File: config.mk
export PLATFORM = sky130hd
export DESIGN_NAME = h_alpha_stream_rx
export DESIGN_NICKNAME = d
export VERILOG_FILES = /design/src/rtl/h_alpha_stream_rx.sv
export SDC_FILE = /design/constraint.sdc
export NUM_CORES = 1
export LEC_CHECK = 0
export CAP_MARGIN = 0
export CORE_ASPECT_RATIO = 2
export CORE_MARGIN = 1.5
export CORE_UTILIZATION = 25
export CTS_CLUSTER_DIAMETER = 120
export CTS_CLUSTER_SIZE = 12
export DETAILED_ROUTE_END_ITERATION = 6
export GPL_ROUTABILITY_DRIVEN = 0
export SLEW_MARGIN = 10
export SYNTH_ARGS = -nofsm -noshare
export SYNTH_HDL_FRONTEND = slang
export SYNTH_SLANG_ARGS = --single-unit
export TNS_END_PERCENT = 10
File: constraint.sdc
create_clock -name clk -period 2.7 [get_ports clk]
set_input_delay 0.54 -clock clk [delete_from_list [all_inputs] [get_ports clk]]
set_output_delay 0.54 -clock clk [all_outputs]
set_load 0.01 [all_outputs]
File: src/rtl/h_alpha_stream_rx.sv
// H-row / alpha-column receive framer with frame bank and registered read port.
// Optional: define H_ALPHA_RX_STRICT_TLAST_EN to enforce tlast framing checks.
module h_alpha_stream_rx #(
  parameter int J = 14,
  parameter int I = 7,
  parameter int A = 2
) (
  input  logic                 clk,
  input  logic                 rst_n,
  input  logic [J-1:0]         H_row,
  input  logic                 H_row_tvalid,
  input  logic                 H_row_tlast,
  input  logic [J*8-1:0]       alpha_u_col,
  input  logic                 alpha_u_col_tvalid,
  input  logic                 alpha_u_col_tlast,
  output logic                 frame_valid,
  input  logic                 frame_ack,
  input  logic                 rd_en,
  input  logic                 rd_sel,
  input  logic [$clog2(I):0]   rd_addr,
  output logic [J-1:0]         rd_H_row,
  output logic [J*8-1:0]       rd_alpha,
  output logic                 rd_valid,
  output logic                 err_frame,
  output logic                 err_overflow,
  input  logic                 err_clr
);

  localparam int I_WIDTH = $clog2(I) + 1;
  localparam int A_WIDTH = $clog2(A) + 1;
  localparam int HIW = (I > 1) ? $clog2(I) : 1;
  localparam int AIW = (A > 1) ? $clog2(A) : 1;

  localparam logic [I_WIDTH-1:0] H_LAST = I_WIDTH'(I - 1);
  localparam logic [A_WIDTH-1:0] A_LAST = A_WIDTH'(A - 1);

  localparam logic [2:0] S_IDLE     = 3'd0;
  localparam logic [2:0] S_RX_H     = 3'd1;
  localparam logic [2:0] S_RX_ALPHA = 3'd2;
  localparam logic [2:0] S_READY    = 3'd3;
  localparam logic [2:0] S_ERR      = 3'd4;

  logic [2:0]         r_state;
  logic [I_WIDTH-1:0] r_h_cnt;
  logic [A_WIDTH-1:0] r_a_cnt;
  logic [J-1:0]       r_hbank [I];
  logic [J*8-1:0]     r_abank [A];
  logic               r_err_frame;
  logic               r_err_ovf;
  logic               r_rd_valid;
  logic [J-1:0]       r_rd_h;
  logic [J*8-1:0]     r_rd_a;

  logic [2:0]         w_nxt_state;
  logic [I_WIDTH-1:0] w_h_cnt_nxt;
  logic [A_WIDTH-1:0] w_a_cnt_nxt;
  logic               w_h_we;
  logic               w_a_we;
  logic               w_ovf_set;
  logic               w_err_set;
  logic               w_h_last;
  logic               w_a_last;
  logic               w_h_bad;
  logic               w_a_bad;
  logic               w_rd_h_hit;
  logic               w_rd_a_hit;
  logic [J-1:0]       w_rd_h_data;
  logic [J*8-1:0]     w_rd_a_data;

  assign w_h_last = (r_h_cnt == H_LAST);
  assign w_a_last = (r_a_cnt == A_LAST);

`ifdef H_ALPHA_RX_STRICT_TLAST_EN
  assign w_h_bad = (H_row_tlast != w_h_last);
  assign w_a_bad = (alpha_u_col_tlast != w_a_last);
`else
  logic w_unused_tlast;
  assign w_unused_tlast = H_row_tlast ^ alpha_u_col_tlast;
  assign w_h_bad = 1'b0;
  assign w_a_bad = 1'b0;
`endif

  // IDLE always holds zeroed counters, so it shares the RX_H beat rules
  always_comb begin
    w_nxt_state = r_state;
    w_h_cnt_nxt = r_h_cnt;
    w_a_cnt_nxt = r_a_cnt;
    w_h_we      = 1'b0;
    w_a_we      = 1'b0;
    w_ovf_set   = 1'b0;
    unique case (r_state)
      S_IDLE, S_RX_H: begin
        if (alpha_u_col_tvalid) begin
          w_nxt_state = S_ERR;
        end else if (H_row_tvalid) begin
          w_h_we      = 1'b1;
          w_h_cnt_nxt = r_h_cnt + 1'b1;
          if (w_h_bad)       w_nxt_state = S_ERR;
          else if (w_h_last) w_nxt_state = S_RX_ALPHA;
          else               w_nxt_state = S_RX_H;
        end
      end
      S_RX_ALPHA: begin
        if (H_row_tvalid) begin
          w_nxt_state = S_ERR;
        end else if (alpha_u_col_tvalid) begin
          w_a_we      = 1'b1;
          w_a_cnt_nxt = r_a_cnt + 1'b1;
          if (w_a_bad)       w_nxt_state = S_ERR;
          else if (w_a_last) w_nxt_state = S_READY;
        end
      end
      S_READY: begin
        w_ovf_set = H_row_tvalid | alpha_u_col_tvalid;
        if (frame_ack) begin
          w_nxt_state = S_IDLE;
          w_h_cnt_nxt = '0;
          w_a_cnt_nxt = '0;
        end
      end
      S_ERR: begin
        if (err_clr) begin
          w_nxt_state = S_IDLE;
          w_h_cnt_nxt = '0;
          w_a_cnt_nxt = '0;
        end
      end
      default: begin
        w_nxt_state = S_IDLE;
        w_h_cnt_nxt = '0;
        w_a_cnt_nxt = '0;
      end
    endcase
  end

  assign w_err_set = (w_nxt_state == S_ERR) && (r_state != S_ERR);

  assign w_rd_h_hit  = (32'(rd_addr) < I);
  assign w_rd_a_hit  = (32'(rd_addr) < A);
  assign w_rd_h_data = w_rd_h_hit ? r_hbank[rd_addr[HIW-1:0]] : '0;
  assign w_rd_a_data = w_rd_a_hit ? r_abank[rd_addr[AIW-1:0]] : '0;

  always_ff @(posedge clk or negedge rst_n) begin
    if (!rst_n) begin
      r_state     <= S_IDLE;
      r_h_cnt     <= '0;
      r_a_cnt     <= '0;
      r_err_frame <= 1'b0;
      r_err_ovf   <= 1'b0;
    end else begin
      r_state <= w_nxt_state;
      r_h_cnt <= w_h_cnt_nxt;
      r_a_cnt <= w_a_cnt_nxt;
      // a new error event wins over a same-cycle clear
      if (w_err_set)    r_err_frame <= 1'b1;
      else if (err_clr) r_err_frame <= 1'b0;
      if (w_ovf_set)    r_err_ovf <= 1'b1;
      else if (err_clr) r_err_ovf <= 1'b0;
    end
  end

  always_ff @(posedge clk or negedge rst_n) begin
    if (!rst_n) begin
      for (int k = 0; k < I; k++) r_hbank[k] <= '0;
      for (int k = 0; k < A; k++) r_abank[k] <= '0;
    end else begin
      if (w_h_we) r_hbank[r_h_cnt[HIW-1:0]] <= H_row;
      if (w_a_we) r_abank[r_a_cnt[AIW-1:0]] <= alpha_u_col;
    end
  end

  always_ff @(posedge clk or negedge rst_n) begin
    if (!rst_n) begin
      r_rd_valid <= 1'b0;
      r_rd_h     <= '0;
      r_rd_a     <= '0;
    end else begin
      r_rd_valid <= rd_en;
      if (rd_en && !rd_sel) r_rd_h <= w_rd_h_data;
      if (rd_en && rd_sel)  r_rd_a <= w_rd_a_data;
    end
  end

  assign frame_valid  = (r_state == S_READY);
  assign err_frame    = r_err_frame;
  assign err_overflow = r_err_ovf;
  assign rd_valid     = r_rd_valid;
  assign rd_H_row     = r_rd_h;
  assign rd_alpha     = r_rd_a;

endmodule

# --- Word-level counts from Yosys, hierarchy flattened ---
# Cells that the tools add are included.
totals:
  ramBits: 0
  mem_bits_ro: 0
  input_bits: 140
  wordCells: 103
  latch_bits: 0
  n_memories: 0
  ff_bits: 460
classes:
  bitwise: 7
  div_mod_pow: 0
  eq_ne: 14
  n_reduce_logical: 12
  n_mux: 43
  magnitude_cmp: 8
  addsub: 2
  n_mul: 0
  shifts: 0
op_table:
  columns: ["cell", "n"]
  rows:
  - ["$mux W112", 5]
  - ["$bwmux W224", 1]
  - ["$demux W112 S1", 1]
  - ["$bwmux W98", 1]
  - ["$mux W14", 4]
  - ["$bmux W14 S3", 1]
  - ["$demux W14 S3", 1]
  - ["$mux W3", 7]
  - ["$mux W4", 4]
  - ["$pmux W4 S4", 1]
  - ["$pmux W3 S4", 1]
  - ["$mux W1", 10]
  - ["$mux W2", 5]
  - ["$ne A2 B2 Y1 const B", 5]
  - ["$reduce_and A5 Y1", 2]
  - ["$ge A4 B4 Y1 const B", 2]
  - ["$not A3 Y4", 2]
  - ["$pmux W2 S4", 1]
  - ["$eq A3 B2 Y1 const B", 2]
  - ["$eq A3 B3 Y1 const B", 2]
  - ["$logic_and A1 B1 Y1", 5]
  - ["$add A4 B1 Y4 const B", 1]
  - ["$eq A4 B3 Y1 const B", 1]
  - ["$ge A2 B2 Y1 const B", 2]
  - ["16 further kinds", 19]

# --- Depth between registers and ports, before layout ---
depth:
  ltp_word: 8
  mapped_depth: 7
  ltp_nobuf: 6

# --- Worst setup path before layout ---
# No wires, ideal clock.
synth_path:
  path_kind: "input port to flip-flop"
  start: "in alpha_u_col_tvalid"
  end: "reg r_hbank[32] (netlist bit)"
  cell_stages: 6
  setup_slack_ps: 545
  t_arrival_ps: 2030
  t_required_ps: 2575
  setup_time_ps: 125
  path_cell_list: "buf_2 > nor4b_4 > nand2_4 > nor3b_4 > buf_4 > mux2_2"
synth_between:
  elab_chain_len: 2
synth_lines:
  columns: ["item", "line", "rtl"]
  rows:
  - ["from (decl)", "14", "input logic alpha_u_col_tvalid,"]
  - ["$mux W1", "93", "if (alpha_u_col_tvalid) begin"]
  - ["$mux W1", "91", "unique case (r_state)"]
  - ["to (signal, indexed assignment)", "167", "if (w_h_we) r_hbank[r_h_cnt[HIW-1:0]] <= H_row;"]
  - ["to (decl)", "46", "logic [J-1:0] r_hbank [I];"]
# No other way between the ends.
# A chain may end at the register's enable or synchronous reset.

# --- Worst setup path in the final report ---
layout_path:
  start: "reg r_state[2]"
  end: "out frame_valid"
layout_between:
  elab_chain_len: 1
layout_lines:
  columns: ["item", "line", "rtl"]
  rows:
  - ["from (decl)", "43", "logic [2:0] r_state;"]
  - ["from (signal assigned)", "151", "r_state <= w_nxt_state;"]
  - ["$eq A3 B2 Y1", "184", "assign frame_valid = (r_state == S_READY);"]
  - ["to (decl)", "16", "output logic frame_valid,"]
# No other way between the ends.

==> impl_metrics.env <==
export IMPL_outcome="finished clean"
export IMPL_drv_cap=0
export IMPL_powerDensity_mw_per_mm2=601.8
export IMPL_p_total_mw=14.71
export IMPL_leakage_nw=11.26
export IMPL_synth_area_leaders="dfrtp_1, mux2_2, mux2i_1"
export IMPL_ios=270
export IMPL_rows=143
export IMPL_cts_tree="yes"
export IMPL_syn_num_nets=1535
export IMPL_cts_htree_levels=2
export IMPL_path_clk_slew_ps=70
export IMPL_grt_overflow=0
export IMPL_cts_root_buffer="clkbuf_16"
export IMPL_synth_cells=1392
export IMPL_tightestPinTransition_ps=823.7
export IMPL_synth_top_cell_area_share_pct=60.43
export IMPL_skew_ps=25.46
export IMPL_cts_buffer_depth=3
export IMPL_worstPathMaxFanout=11
export IMPL_route_detailed_drc=0
export IMPL_synth_warning_count=0
export IMPL_peakVddDrop_mv=0.4675
export IMPL_layout_common_cells="dfrtp_1, mux2_2, clkdlybuf4s50_1"
export IMPL_r2r_end="r_abank[144]"
export IMPL_antenna_found_initial=14
export IMPL_final_hold_viol_count=0
export IMPL_worstRegToRegCells=6
export IMPL_ant_nets=0
export IMPL_ys_async_sr_fraction_pct=100.0
export IMPL_postSynthAreaPerCell_sq_um=13.68
export IMPL_postCtsSetupBuffers=0
export IMPL_syn_area_sq_mm=0.01905
export IMPL_via_per_inst=4.515
export IMPL_initial_utilization_pct=25.17
export IMPL_rsz0062_at_grt="false"
export IMPL_worstPathRequired_ps=2160
export IMPL_whs_endpoint="rd_alpha[8]"
export IMPL_timing_fmax_mhz=395.0
export IMPL_synth_edff_count=0
export IMPL_grt_max_degree=113
export IMPL_firstDrtPassIters=4
export IMPL_wirelength_mm=50.61
export IMPL_hold_path_class="in2reg"
export IMPL_period_needed_ps=2532
export IMPL_vias=12118
export IMPL_core_area_sq_mm=0.07568
export IMPL_dr_first_iter_drc_count=358
export IMPL_endpoint_kind="output pin"
export IMPL_die_y_microns=393.4
export IMPL_slew_violations=0
export IMPL_max_slew_margin_pct=45.09
export IMPL_synth_seq_cells=460
export IMPL_crit_type="reg2out"
export IMPL_cts_sinks=460
export IMPL_synth_top_flop_cell="dfrtp_1"
export IMPL_min_path_cells=3
export IMPL_hp_start="rd_addr[0]"
export IMPL_hold_slack_ps=359.9
export IMPL_yosysUniqueCellTypes=42
export IMPL_io_buffers=267
export IMPL_numCtsBuffers=44
export IMPL_fin_crit_sh_pct=93.76
export IMPL_wire_per_inst_microns=18.85
export IMPL_insertion_delay_ps=590
export IMPL_fin_ws_ps=168.4
export IMPL_grt_pass1_vias=13515
export IMPL_rrSetupSlack_ps=630
export IMPL_rr_startpoint="r_state[0]"
export IMPL_yosysTopAreaCell="dfrtp_1"
export IMPL_grt_pass1_wl_mm=79.14
export IMPL_die_width_microns=198.2
export IMPL_groute_usage_overall_pct=13.24
export IMPL_seq_area_frac_synth_pct=60.43
export IMPL_syn2layout_area_growth_pct=28.29
export IMPL_worstSetupStartpointType="register"
export IMPL_drive_gt1_share_pct=25.99
export IMPL_dp_hpwl_mm=33.05
export IMPL_arrival_ps=1990
export IMPL_nets=1807
export IMPL_final_common_cell="dfrtp_1"
export IMPL_die_area_sq_mm=0.07796
export IMPL_finalSetupViolCount=0
export IMPL_pre_cts_slack_ps=170.5
export IMPL_tns_ps=0
[critical path, cell delays in order (launching register included)]
cell and delay (ps):
dfrtp_2 490, nand3b_1 240, inv_1 90, clkdlybuf4s50_1 590
[cell usage after synthesis (3+ instances only)]
library cell and n:
a211oi_1 14, a21o_1 3, a21oi_1 18, a32o_1 15
buf_2 36, buf_4 6, buf_6 6, clkbuf_1 39
dfrtp_1 460, ha_1 3, inv_1 6, mux2_2 322
mux2i_1 140, nand2_1 129, nand2b_1 5, nand3_1 3
nand3b_1 3, nor2_1 9, nor2b_1 17, o211ai_1 14
o21ai_0 115
[routing by layer]
metal,GRT usage [%],up-vias,part of all wire (%)
met5,0,-,0.22
met3,4.291,89,7.4
met2,23.91,309,52
li1,-,5442,-
met1,14.07,6256,38
met4,5.044,22,3.2
[stage by stage]
stage	area [sq um]	instances	util, %
after floorplan	19050	1392	-
after global placement	23240	2632	30.70
after detailed placement	23240	2632	30.70
after CTS	24430	2681	32.28
after global routing	24430	2683	32.29
final	24440	2684	32.29
[how the worst max path moves through the flow]
stage / startpoint / to / slack [ps] / cells past startpoint
after floorplan: alpha_u_col_tvalid / r_hbank[32] / 550 / 6
after global placement: H_row_tvalid / r_abank[170] / 200 / 7
after detailed placement: H_row_tvalid / r_abank[174] / 170 / 7
after CTS: r_state[2] / frame_valid / 50 / 3
after global routing: r_state[0] / frame_valid / 30 / 3
final: r_state[2] / frame_valid / 170 / 3
[registers in the layout, summed over array words and instances (netlist names), 2 cells and up]
register  flops
r_h_cnt       4
r_abank     224
r_a_cnt       2
rd_alpha    112
r_state       3
rd_H_row     14
r_hbank      98
[cell families (layout without fill, tap and decap cells)]
| logic type | Yosys count | after routing | synth area share [%] |
|---|---|---|---|
| mux | 462 | 462 | 26.39 |
| simple gates | 183 | 183 | 4.565 |
| buf+inv | 95 | 369 | 2.463 |
| compound gates | 189 | 189 | 5.951 |
| other cells | 0 | 3 | 0 |
| flops | 460 | 460 | 60.43 |
| fa+ha+maj | 3 | 3 | 0.1971 |
[cell type report]
cell class	count	area [sq um]
clock buffers	45	1126
flip-flops and latches	460	11510
well taps	1015	1270
fillers	7535	51250
diodes	3	7.507
inverters	6	22.52
clock inverters	3	55.05
multi-input cells	837	7084
repair buffers	315	3358
[report_power, final]
part	switching (mW)	total, mW	internal [mW]
Combinational	0.658	1.48	0.827
Sequential	0.259	7.62	7.36
Clock	2.64	5.60	2.96
Total	3.56	14.7	11.1
[repair_timing]
item                                    in CTS  in global routing
endpoints found under the setup margin       1                  1
hold buffers                                 1                  0
resized for setup                            1                  1
endpoints found under the hold margin       33                  0
Power figures use the tool's default switching activity.
==> patch: new RTL, config.mk and constraints unchanged <==
Change the parameter `J` from 14 to 15.
--- a/src/rtl/h_alpha_stream_rx.sv
+++ b/src/rtl/h_alpha_stream_rx.sv
@@ -1,7 +1,7 @@
 // H-row / alpha-column receive framer with frame bank and registered read port.
 // Optional: define H_ALPHA_RX_STRICT_TLAST_EN to enforce tlast framing checks.
 module h_alpha_stream_rx #(
-  parameter int J = 14,
+  parameter int J = 15,
   parameter int I = 7,
   parameter int A = 2
 ) (
Interface: changed (resized H_row, alpha_u_col, rd_H_row and rd_alpha); port bits go from 270 to 288. The function was not compared with the original's and may differ.
==> patch against the original RTL <==
Sequential cell count is 32 higher. Critical path type unchanged. Synthesized area is 7.1% higher. Clock power is 3% higher. Final area is 6.7% higher. Hold slack worse by 0.34 ns. Clock skew is 0.0084 ns lower. Critical endpoint unchanged. Largest power group unchanged. Fmax is 0.18% higher. Power is 4.8% higher. Worst setup slack better by 0.0045 ns. Via count is 7.2% higher. Utilization is 0.13 points lower. Final cell count is 6.2% higher. Wire length is 8.9% higher.
==> patch: results <==
export IMPL_netlist_instances=1491
export IMPL_worst_pin_slew_ns=0.806
export IMPL_switching_share_pct=23.7
export IMPL_clk_power_uw=5770
export IMPL_reg2reg_from="r_state[1]"
export IMPL_yosys_register_bits=492
export IMPL_pg_comb_uw=1530
export IMPL_r2r_end="r_abank[88]"
export IMPL_grt_pass1_wl_microns=83900
export IMPL_slowest_delay_ns=0.55
export IMPL_wl_per_cell_microns=19.3
export IMPL_ff2ff_path_depth=7
export IMPL_cp_max_fo=9
export IMPL_largest_reg_flops=240
export IMPL_place_area_sq_um=24900
export IMPL_vias=13000
export IMPL_place_hpwl_microns=37100
export IMPL_cts_buffers=46
export IMPL_dp_cells=2799
export IMPL_postCtsResizedCells=0
export IMPL_clockRootBuffer="clkbuf_16"
export IMPL_holdCritPathClass="primary input to asynchronous set/reset pin"
export IMPL_power_leakage_uw=0.0123
export IMPL_fin_crit_ns=2.53
export IMPL_synth_seq_area_share_pct=60.4
export IMPL_grt_max_degree=121
export IMPL_cp_slowest_cell="clkdlybuf4s50_1"
export IMPL_finalClockSkew_ns=0.0171
export IMPL_status="finished clean"
export IMPL_internal_power_uw=11800
export IMPL_ys_types=45
export IMPL_pre_cts_ws_ns=0.215
export IMPL_fin_cells=2850
export IMPL_r2r_slack_ns=0.44
export IMPL_synth_commonest_cells="492 x dfrtp_1, 209 x mux2_1, 151 x mux2i_1"
export IMPL_antenna_found_initial=8
export IMPL_syn_nets=1643
export IMPL_synthTopCellsByArea="dfrtp_1 60%, mux2_1 12%, mux2_2 7.5%"
export IMPL_worst_ir_drop_vdd_v=0.000510
export IMPL_io_buffer_count=285
export IMPL_drive_gt1_share_pct=15.0
export IMPL_nets=1949
export IMPL_grt_pass1_vias=14400
## patch: cell types whose count changed in the layout (fill, tap and decap cells not counted), moves of 3 or more
cell / change
buf_4: +21
a21o_1: -3
nand2_1: +16
clkdlybuf4s50_1: +18
mux2_1: +209
dfrtp_1: +34
mux2i_1: +11
mux2_2: -186
o21ai_0: +10
## patch: area by class of cell
type	instances	area (sq um)
clock inverter	2	32.5
tap	1050	1310
inverter	7	26.3
timing repair buffer	353	3690
fill	8069	55000
sequential	492	12300
clock buffer	47	1180
multi-input combinational	897	7530
antenna	2	5.00
## patch: per-layer routing
layer	vias up	global-route usage (%)	wire (microns)
met5	-	0	67
met4	12	5.42	2040
met3	100	3.26	3370
met2	311	24.9	29800
met1	6719	13.5	19900
li1	5844	-	-
## patch: logic make-up after synthesis
logic type	count (synthesis)	share of synthesized area, %
xor gates and xnor gates	1	0.0429
muxes	496	26.5
adders and majority gates	3	0.184
DFF	492	60.4
and+or+nand+nor	201	4.43
AOI/OAI and AO/OA	196	5.69
buffers and inverters	102	2.83
